[src/rtl/ro_freq_counter.sv]
// Multi-channel ring-oscillator frequency counter.
// Gated edge counting, latched result bank, serial readout.
module ro_freq_counter #(
  parameter int NUM_CH      = 4,
  parameter int CNT_W       = 16,
  parameter int GATE_W      = 16,
  parameter int SYNC_STAGES = 2,
  localparam int SEL_W = (NUM_CH > 1) ? $clog2(NUM_CH) : 1
) (
  input  logic              clk,
  input  logic              rst,
  input  logic [NUM_CH-1:0] ro_in,
  input  logic              start,
  input  logic              mode,
  input  logic [GATE_W-1:0] gate_len,
  input  logic [SEL_W-1:0]  ch_sel,
  input  logic              load,
  input  logic              shift,
  output logic              busy,
  output logic              done,
  output logic [CNT_W-1:0]  result,
  output logic              overflow,
  output logic              sout
);

  typedef enum logic [1:0] {
    IDLE  = 2'd0,
    ARM   = 2'd1,
    GATE  = 2'd2,
    LATCH = 2'd3
  } state_t;

  state_t state;
  state_t state_nxt;

  logic [NUM_CH-1:0] sync_q [SYNC_STAGES];
  logic [NUM_CH-1:0] prev;
  logic [NUM_CH-1:0] rise;

  logic [GATE_W-1:0] gate_cnt;
  logic              last_gate;

  logic [CNT_W-1:0]  cnt [NUM_CH];
  logic [NUM_CH-1:0] cnt_ovf;
  logic [CNT_W-1:0]  lat_cnt [NUM_CH];
  logic [NUM_CH-1:0] lat_ovf;

  logic [CNT_W-1:0]  sreg;

  // Synchronise ro_in and keep previous value for edge detect
  always_ff @(posedge clk) begin
    if (rst) begin
      for (int s = 0; s < SYNC_STAGES; s++) begin
        sync_q[s] <= '0;
      end
      prev <= '0;
    end else begin
      sync_q[0] <= ro_in;
      for (int s = 1; s < SYNC_STAGES; s++) begin
        sync_q[s] <= sync_q[s-1];
      end
      prev <= sync_q[SYNC_STAGES-1];
    end
  end

  assign rise = sync_q[SYNC_STAGES-1] & ~prev;

  assign last_gate = (gate_cnt == GATE_W'(1));

  // FSM state register
  always_ff @(posedge clk) begin
    if (rst) begin
      state <= IDLE;
    end else begin
      state <= state_nxt;
    end
  end

  // FSM next-state logic
  always_comb begin
    state_nxt = state;
    unique case (state)
      IDLE: begin
        if (start) state_nxt = ARM;
      end
      ARM: begin
        if (gate_len == '0) state_nxt = LATCH;
        else                state_nxt = GATE;
      end
      GATE: begin
        if (last_gate) state_nxt = LATCH;
      end
      LATCH: begin
        if (mode) state_nxt = ARM;
        else      state_nxt = IDLE;
      end
      default: state_nxt = IDLE;
    endcase
  end

  // FSM outputs
  always_comb begin
    busy = (state != IDLE);
  end

  // done pulses in the cycle after LATCH
  always_ff @(posedge clk) begin
    if (rst) begin
      done <= 1'b0;
    end else begin
      done <= (state == LATCH);
    end
  end

  // Gate window down-counter
  always_ff @(posedge clk) begin
    if (rst) begin
      gate_cnt <= '0;
    end else if (state == ARM) begin
      gate_cnt <= gate_len;
    end else if (state == GATE) begin
      gate_cnt <= gate_cnt - GATE_W'(1);
    end
  end

  // Live saturating edge counters
  always_ff @(posedge clk) begin
    if (rst || state == ARM) begin
      for (int c = 0; c < NUM_CH; c++) begin
        cnt[c] <= '0;
      end
      cnt_ovf <= '0;
    end else if (state == GATE) begin
      for (int c = 0; c < NUM_CH; c++) begin
        if (rise[c]) begin
          if (&cnt[c]) cnt_ovf[c] <= 1'b1;
          else         cnt[c] <= cnt[c] + CNT_W'(1);
        end
      end
    end
  end

  // Latched result bank
  always_ff @(posedge clk) begin
    if (rst) begin
      for (int c = 0; c < NUM_CH; c++) begin
        lat_cnt[c] <= '0;
      end
      lat_ovf <= '0;
    end else if (state == LATCH) begin
      for (int c = 0; c < NUM_CH; c++) begin
        lat_cnt[c] <= cnt[c];
      end
      lat_ovf <= cnt_ovf;
    end
  end

  // Channel select mux; out-of-range reads as zero
  always_comb begin
    result   = '0;
    overflow = 1'b0;
    if (32'(ch_sel) < NUM_CH) begin
      result   = lat_cnt[ch_sel];
      overflow = lat_ovf[ch_sel];
    end
  end

  // Serial readout shift register, load beats shift
  always_ff @(posedge clk) begin
    if (rst) begin
      sreg <= '0;
    end else if (load) begin
      sreg <= result;
    end else if (shift) begin
      sreg <= {sreg[CNT_W-2:0], 1'b0};
    end
  end

  assign sout = sreg[CNT_W-1];

endmodule
[config.mk]
export PLATFORM = sky130hd
export DESIGN_NAME = ro_freq_counter
export DESIGN_NICKNAME = d
export VERILOG_FILES = /design/src/rtl/ro_freq_counter.sv
export SDC_FILE = /design/constraint.sdc
export NUM_CORES = 1
export LEC_CHECK = 0
export CAP_MARGIN = 40
export CORE_UTILIZATION = 65
export CTS_CLUSTER_DIAMETER = 120
export DETAILED_ROUTE_END_ITERATION = 7
export PLACE_DENSITY = 0.94
export SYNTH_ARGS = -nofsm -noshare
export SYNTH_HDL_FRONTEND = slang
export SYNTH_SLANG_ARGS = --single-unit
[constraint.sdc]
create_clock -name clk -period 8.7 [get_ports clk]
set_clock_uncertainty 0.1 [all_clocks]
set_input_delay 1.305 -clock clk [delete_from_list [all_inputs] [get_ports clk]]
set_output_delay 1.305 -clock clk [all_outputs]
set_load 0.01 [all_outputs]
# Word-level counts from Yosys, hierarchy flattened
# Memory sizes are Yosys's and may differ from the RTL's.
# Index checks and enable logic that the tools add are counted.
dict set report totals {
  n_memories 3
  out_inout_bits 20
  mem_bits_rw 136
  word_cells 101
  input_bits 28
  reg_bits 47
}
# memory depth word_bits read_ports rd_clocked_by_memory_dff write_ports line_no
set mem_list {}
lappend mem_list {cnt 4 16 4 0 4 43} ;# logic [CNT_W-1:0] cnt [NUM_CH];
lappend mem_list {lat_cnt 4 16 1 0 4 45} ;# logic [CNT_W-1:0] lat_cnt [NUM_CH];
lappend mem_list {sync_q 2 4 2 0 2 36} ;# logic [NUM_CH-1:0] sync_q [SYNC_STAGES];
dict set report classes {
  n_eq_ne 6
  mux 49
  bitwise_logic 12
  n_reduce_logical 15
  magnitude_cmp 1
  add_sub_neg 5
}
# operator count
set ops {}
lappend ops {{$mux 16} 12}
lappend ops {{$reduce_and 18->1} 4}
lappend ops {{$add 16x1->16 const B} 4}
lappend ops {{$reduce_and 16->1} 4}
lappend ops {{$mux 1} 31}
lappend ops {{$eq 16x1->1 const B} 1}
lappend ops {{$logic_not 16->1} 1}
lappend ops {{$sub 16x1->16 const B} 1}
lappend ops {{$or 1x1->1} 10}
lappend ops {{$mux 4} 2}
lappend ops {{$pmux 2 s4} 1}
lappend ops {{$reduce_bool 2->1} 3}
lappend ops {{$and 4x4->4} 1}
lappend ops {{$eq 2x2->1 const B} 2}
lappend ops {{$mux 2} 2}
lappend ops {{$ne 2x2->1 const B} 2}
lappend ops {{$not 4->4} 1}
lappend ops {{$lt 2x3->1 const B} 1}
lappend ops {{$bmux 1 s2} 1}
lappend ops {{$eq 2x1->1 const B} 1}
lappend ops {{$logic_not 2->1} 1}
lappend ops {{$reduce_and 2->1} 1}
lappend ops {{$logic_or 1x1->1} 1}

# Logic depth before layout (Yosys ltp)
# An unclocked memory read counts as a cell.
dict set report depth {
  word_depth 8
  mapped_depth 9
  ltp_nobuf 6
}

# Worst setup path after synthesis
# Ideal clock, no wire load.
dict set report synth_path {
  path_type {input to output}
  from {in ch_sel[0]}
  to {out result[10]}
  stages 3
  slack_ps 4863
  arrival_ps 2432
  n_path_buf 2
  path_cell_list {buf_2 -> buf_2 -> mux4_2}
}
dict set report synth_via {
  elab_chain_len 1
}
# element line_no
set synth_lines {}
lappend synth_lines {{start, declared} 16} ;# input logic [SEL_W-1:0] ch_sel,
lappend synth_lines {{$mem_v2 4x16} --}
lappend synth_lines {{end, declared} 21} ;# output logic [CNT_W-1:0] result,
# Every way passes these cells.

# Worst setup path after layout
dict set report layout_path {
  from {in ch_sel[0]}
  to {out result[3]}
}
# The elaborated chain is that of the path after synthesis.

==> parameters.txt <==
Parameter                              Value

STA
  Final number of max-transition violations    0
  Portion of the clock cycle consumed by the worst path in the final layout    54.1%
  Final-layout worst hold slack    0.342 ns
  Actual transition at the worst max-transition pin    0.837 ns
  Setup TNS    0 ns
  Worst max-slew margin expressed relative to the limit    44.2%
  Peak Freq    0.213 GHz
  Final hold vios    0
  Setup Viol. Count Final    0
  Final setup slack of the worst path    4.00 ns
  Unrepaired setup endpoints after global routing    false
  Final period demand of the worst path    4.70 ns

Critical path
  R2R Path End    cnt[0][10]$_SDFFCE_PN0P_
  Reg-to-reg slack, setup    5.93 ns
  Type of origin of the critical path    primary input
  Highest net fanout along the worst path    13
  Required arrival time at the worst endpoint    7.30 ns
  Number of cell instances on the worst register-to-register path    5
  Crit path to    result[3]
  CP Launch Point    ch_sel[0]
  Reg2Reg Launch Point    cnt[0][0]$_SDFFCE_PN0P_
  Critical Path AT    3.30 ns
  Capturing element type of the critical path    output pin
  Critical path class    primary input to output pin

Synthesis
  Largest family of logic cells by synthesized area    simple AND/OR/NAND/NOR gates
  Number of enable-type register cells in the synthesized netlist    128
  Number of flip-flops and latches in the synthesized netlist    183
  Total number of yosys warnings    0
  Fraction of synthesized area in multiplexers    6.72%
  Fraction of the mapped netlist area in adder cells    1.56%
  FFs w/ async S/R, synth    0%
  Post-synthesis area per instance    11.2 µm²
  Count of cell types in the netlist    58
  Post-synth design cell area    0.00882 mm²
  Portion of the post-synthesis area used by sequential elements    56.0%
  Most used DFF post-synth    sky130_fd_sc_hd__edfxtp_1
  Number of nets in the synthesized netlist    827
  Gate count after technology mapping    788
  Complex-gate fraction of the synthesized area    6.75%
  Basic-gate share of the synthesized area counting and, or, nand and nor cells    21.2%
  Area share of xor/xnor cells in the synthesized design    4.76%

Power
  Final Total Pwr    0.00263 W
  Worst-case vdd ir drop    0.000151 V
  Power per cell area    264 mW/mm²
  Static leakage    3.50 nW

Detailed routing
  Initial DRT Pass Iterations    5
  Vias post-DR    6552
  Aggregate routed wire length    21800 µm
  Detail Route Antenna Nets    0
  Post-DR vias/cell    6.46
  Initial DRC Count    878
  Final routed wire length divided by cell count    21.5 µm
  Remaining routing DRC violations    0

Global routing
  Maximum number of pins on one net before global-route repair    66
  Number of antenna violations at the first check in global routing    0
  Global-route wire length before repair    34500 µm
  Global-route congestion overflow total    0
  Total routing usage reported by global routing    32.5%
  Via count of the first global-routing pass    6389

CTS
  Clock latency on the worst-skew pair    0.44 ns
  Total of cells resized after clock tree synthesis    0
  H-tree depth reported by CTS    4
  CTS tree    done
  Buffer count from post-CTS setup fixing    0
  Clock slew at reported path FFs    0.06 ns
  Clock tree sinks    183
  Cts bufs inserted    17
  Largest buffer count on any clock path    2
  Clock root cell    sky130_fd_sc_hd__clkbuf_16
  Total of hold buffers inserted after clock tree synthesis    0

Floorplan
  Chip width    119 µm
  Number of placement rows    42
  Die ar.    0.0140 mm²
  Initial core utilization    66.6%
  Die outline height    119 µm
  Number of placed I/O pins    48
  Placeable core region    0.0132 mm²

Final layout
  Layout-stage area growth over the synthesis result    13.1%
  Most frequent standard cell in the layout excluding fill and tap cells    sky130_fd_sc_hd__edfxtp_1
  Total Nets Final    865
  Ant. Diodes    0
  Number of fillers in the final layout    727
  Share of cells above drive strength 1    7.99%
  Final standard cell area without fillers    0.00998 mm²
  Most used cells in the layout excluding fill and tap cells    sky130_fd_sc_hd__edfxtp_1 (128), sky130_fd_sc_hd__nor2_1 (114), sky130_fd_sc_hd__and2_1 (65)

Status
  Outcome    complete, no violations

Placement
  DP Area    0.00942 mm²
  Estimated wirelength of the detail-placed design    14500 µm
  Routability cong.    0.861
  Port-buffer cells    47
  Worst slack at placement    4.02 ns

Min path
  Min-Delay Path Class    flip-flop to flip-flop
  Hold depth    1

Flow run
  Number of maximum-capacitance violations    0
==> metal layers <==
| metal | vias up | track usage, % | wire length, µm |
|---|---|---|---|
| met5 | - | 0 | 0 |
| met4 | 0 | 13.3 | 718 |
| met3 | 70 | 8.88 | 2260 |
| met2 | 446 | 51.4 | 10600 |
| met1 | 3120 | 42.4 | 8300 |
| li1 | 2916 | - | - |
==> synth_stat cells (all sizes together), types with 13 or more instances <==
| master | count | area (µm²) |
|---|---|---|
| clkbuf | 26 | 97.6 |
| and3 | 13 | 81.3 |
| and2 | 65 | 407 |
| xnor2 | 30 | 263 |
| a21oi | 34 | 170 |
| nand3 | 29 | 145 |
| nor3 | 17 | 85.1 |
| nor4 | 16 | 121 |
| nor2 | 114 | 428 |
| mux4 | 17 | 383 |
| buf | 13 | 75.1 |
| nor2b | 16 | 100 |
| xor2 | 18 | 158 |
| nand2 | 26 | 97.6 |
| inv | 23 | 86.3 |
| dfxtp | 55 | 1100 |
| mux2i | 21 | 210 |
| edfxtp | 128 | 3840 |
| o21ai | 17 | 85.1 |
==> through the flow <==
step                instances  util [%]
floorplan                 788         -
global placement          979      70.9
finish                   1015      75.4
global route             1015      75.4
detailed placement        981      71.2
CTS                      1013      75.2
==> worst max-delay path: stages <==
cell                              delay (ns)
sky130_fd_sc_hd__clkdlybuf4s50_1        0.67
sky130_fd_sc_hd__buf_8                  0.24
sky130_fd_sc_hd__mux4_2                 0.55
sky130_fd_sc_hd__clkdlybuf4s50_1        0.53
==> worst min path at each step <==
stage | from | end | slack, ns
after floorplan | sync_q[0][0]$_SDFF_PP0_ | sync_q[0][4]$_SDFF_PP0_ | 0.31
after global placement | sync_q[0][3]$_SDFF_PP0_ | sync_q[0][7]$_SDFF_PP0_ | 0.34
after detailed placement | sync_q[0][1]$_SDFF_PP0_ | sync_q[0][5]$_SDFF_PP0_ | 0.33
after CTS | sync_q[0][1]$_SDFF_PP0_ | sync_q[0][5]$_SDFF_PP0_ | 0.35
after global routing | sync_q[0][1]$_SDFF_PP0_ | sync_q[0][5]$_SDFF_PP0_ | 0.36
final | sync_q[0][1]$_SDFF_PP0_ | sync_q[0][5]$_SDFF_PP0_ | 0.34
==> kinds of logic after synthesis <==
kind of cell    count (synthesis)
simple gates                  353
flops                         183
xor+xnor                       48
fa+ha+maj                      11
compound gates                 92
mux                            38
buf+inv                        63
==> flip-flops by register name (all words and copies together) (netlist names) <==
name and count:
cnt 64, cnt_ovf 4, done 1, gate_cnt 16
lat_cnt 64, lat_ovf 4, prev 4, sreg 16
state 2, sync_q 8
==> where the power goes <==
part	internal, W	total, W	switching [W]
Sequential	0.00110	0.00124	0.000141
Combinational	0.000262	0.000671	0.000409
Clock	0.000402	0.000723	0.000320
==> final cells by class <==
class / count / area, µm² / area share (%)
Inverter: 24 / 90.1 / 0.902
Tap cell: 176 / 220 / 2.21
Sequential cell: 183 / 4940 / 49.5
Multi-Input combinational cell: 542 / 3620 / 36.3
Clock inverter: 7 / 72.6 / 0.727
Timing Repair Buffer: 58 / 571 / 5.72
Clock buffer: 25 / 465 / 4.66
No activity file was read; power rests on OpenSTA's default activity.
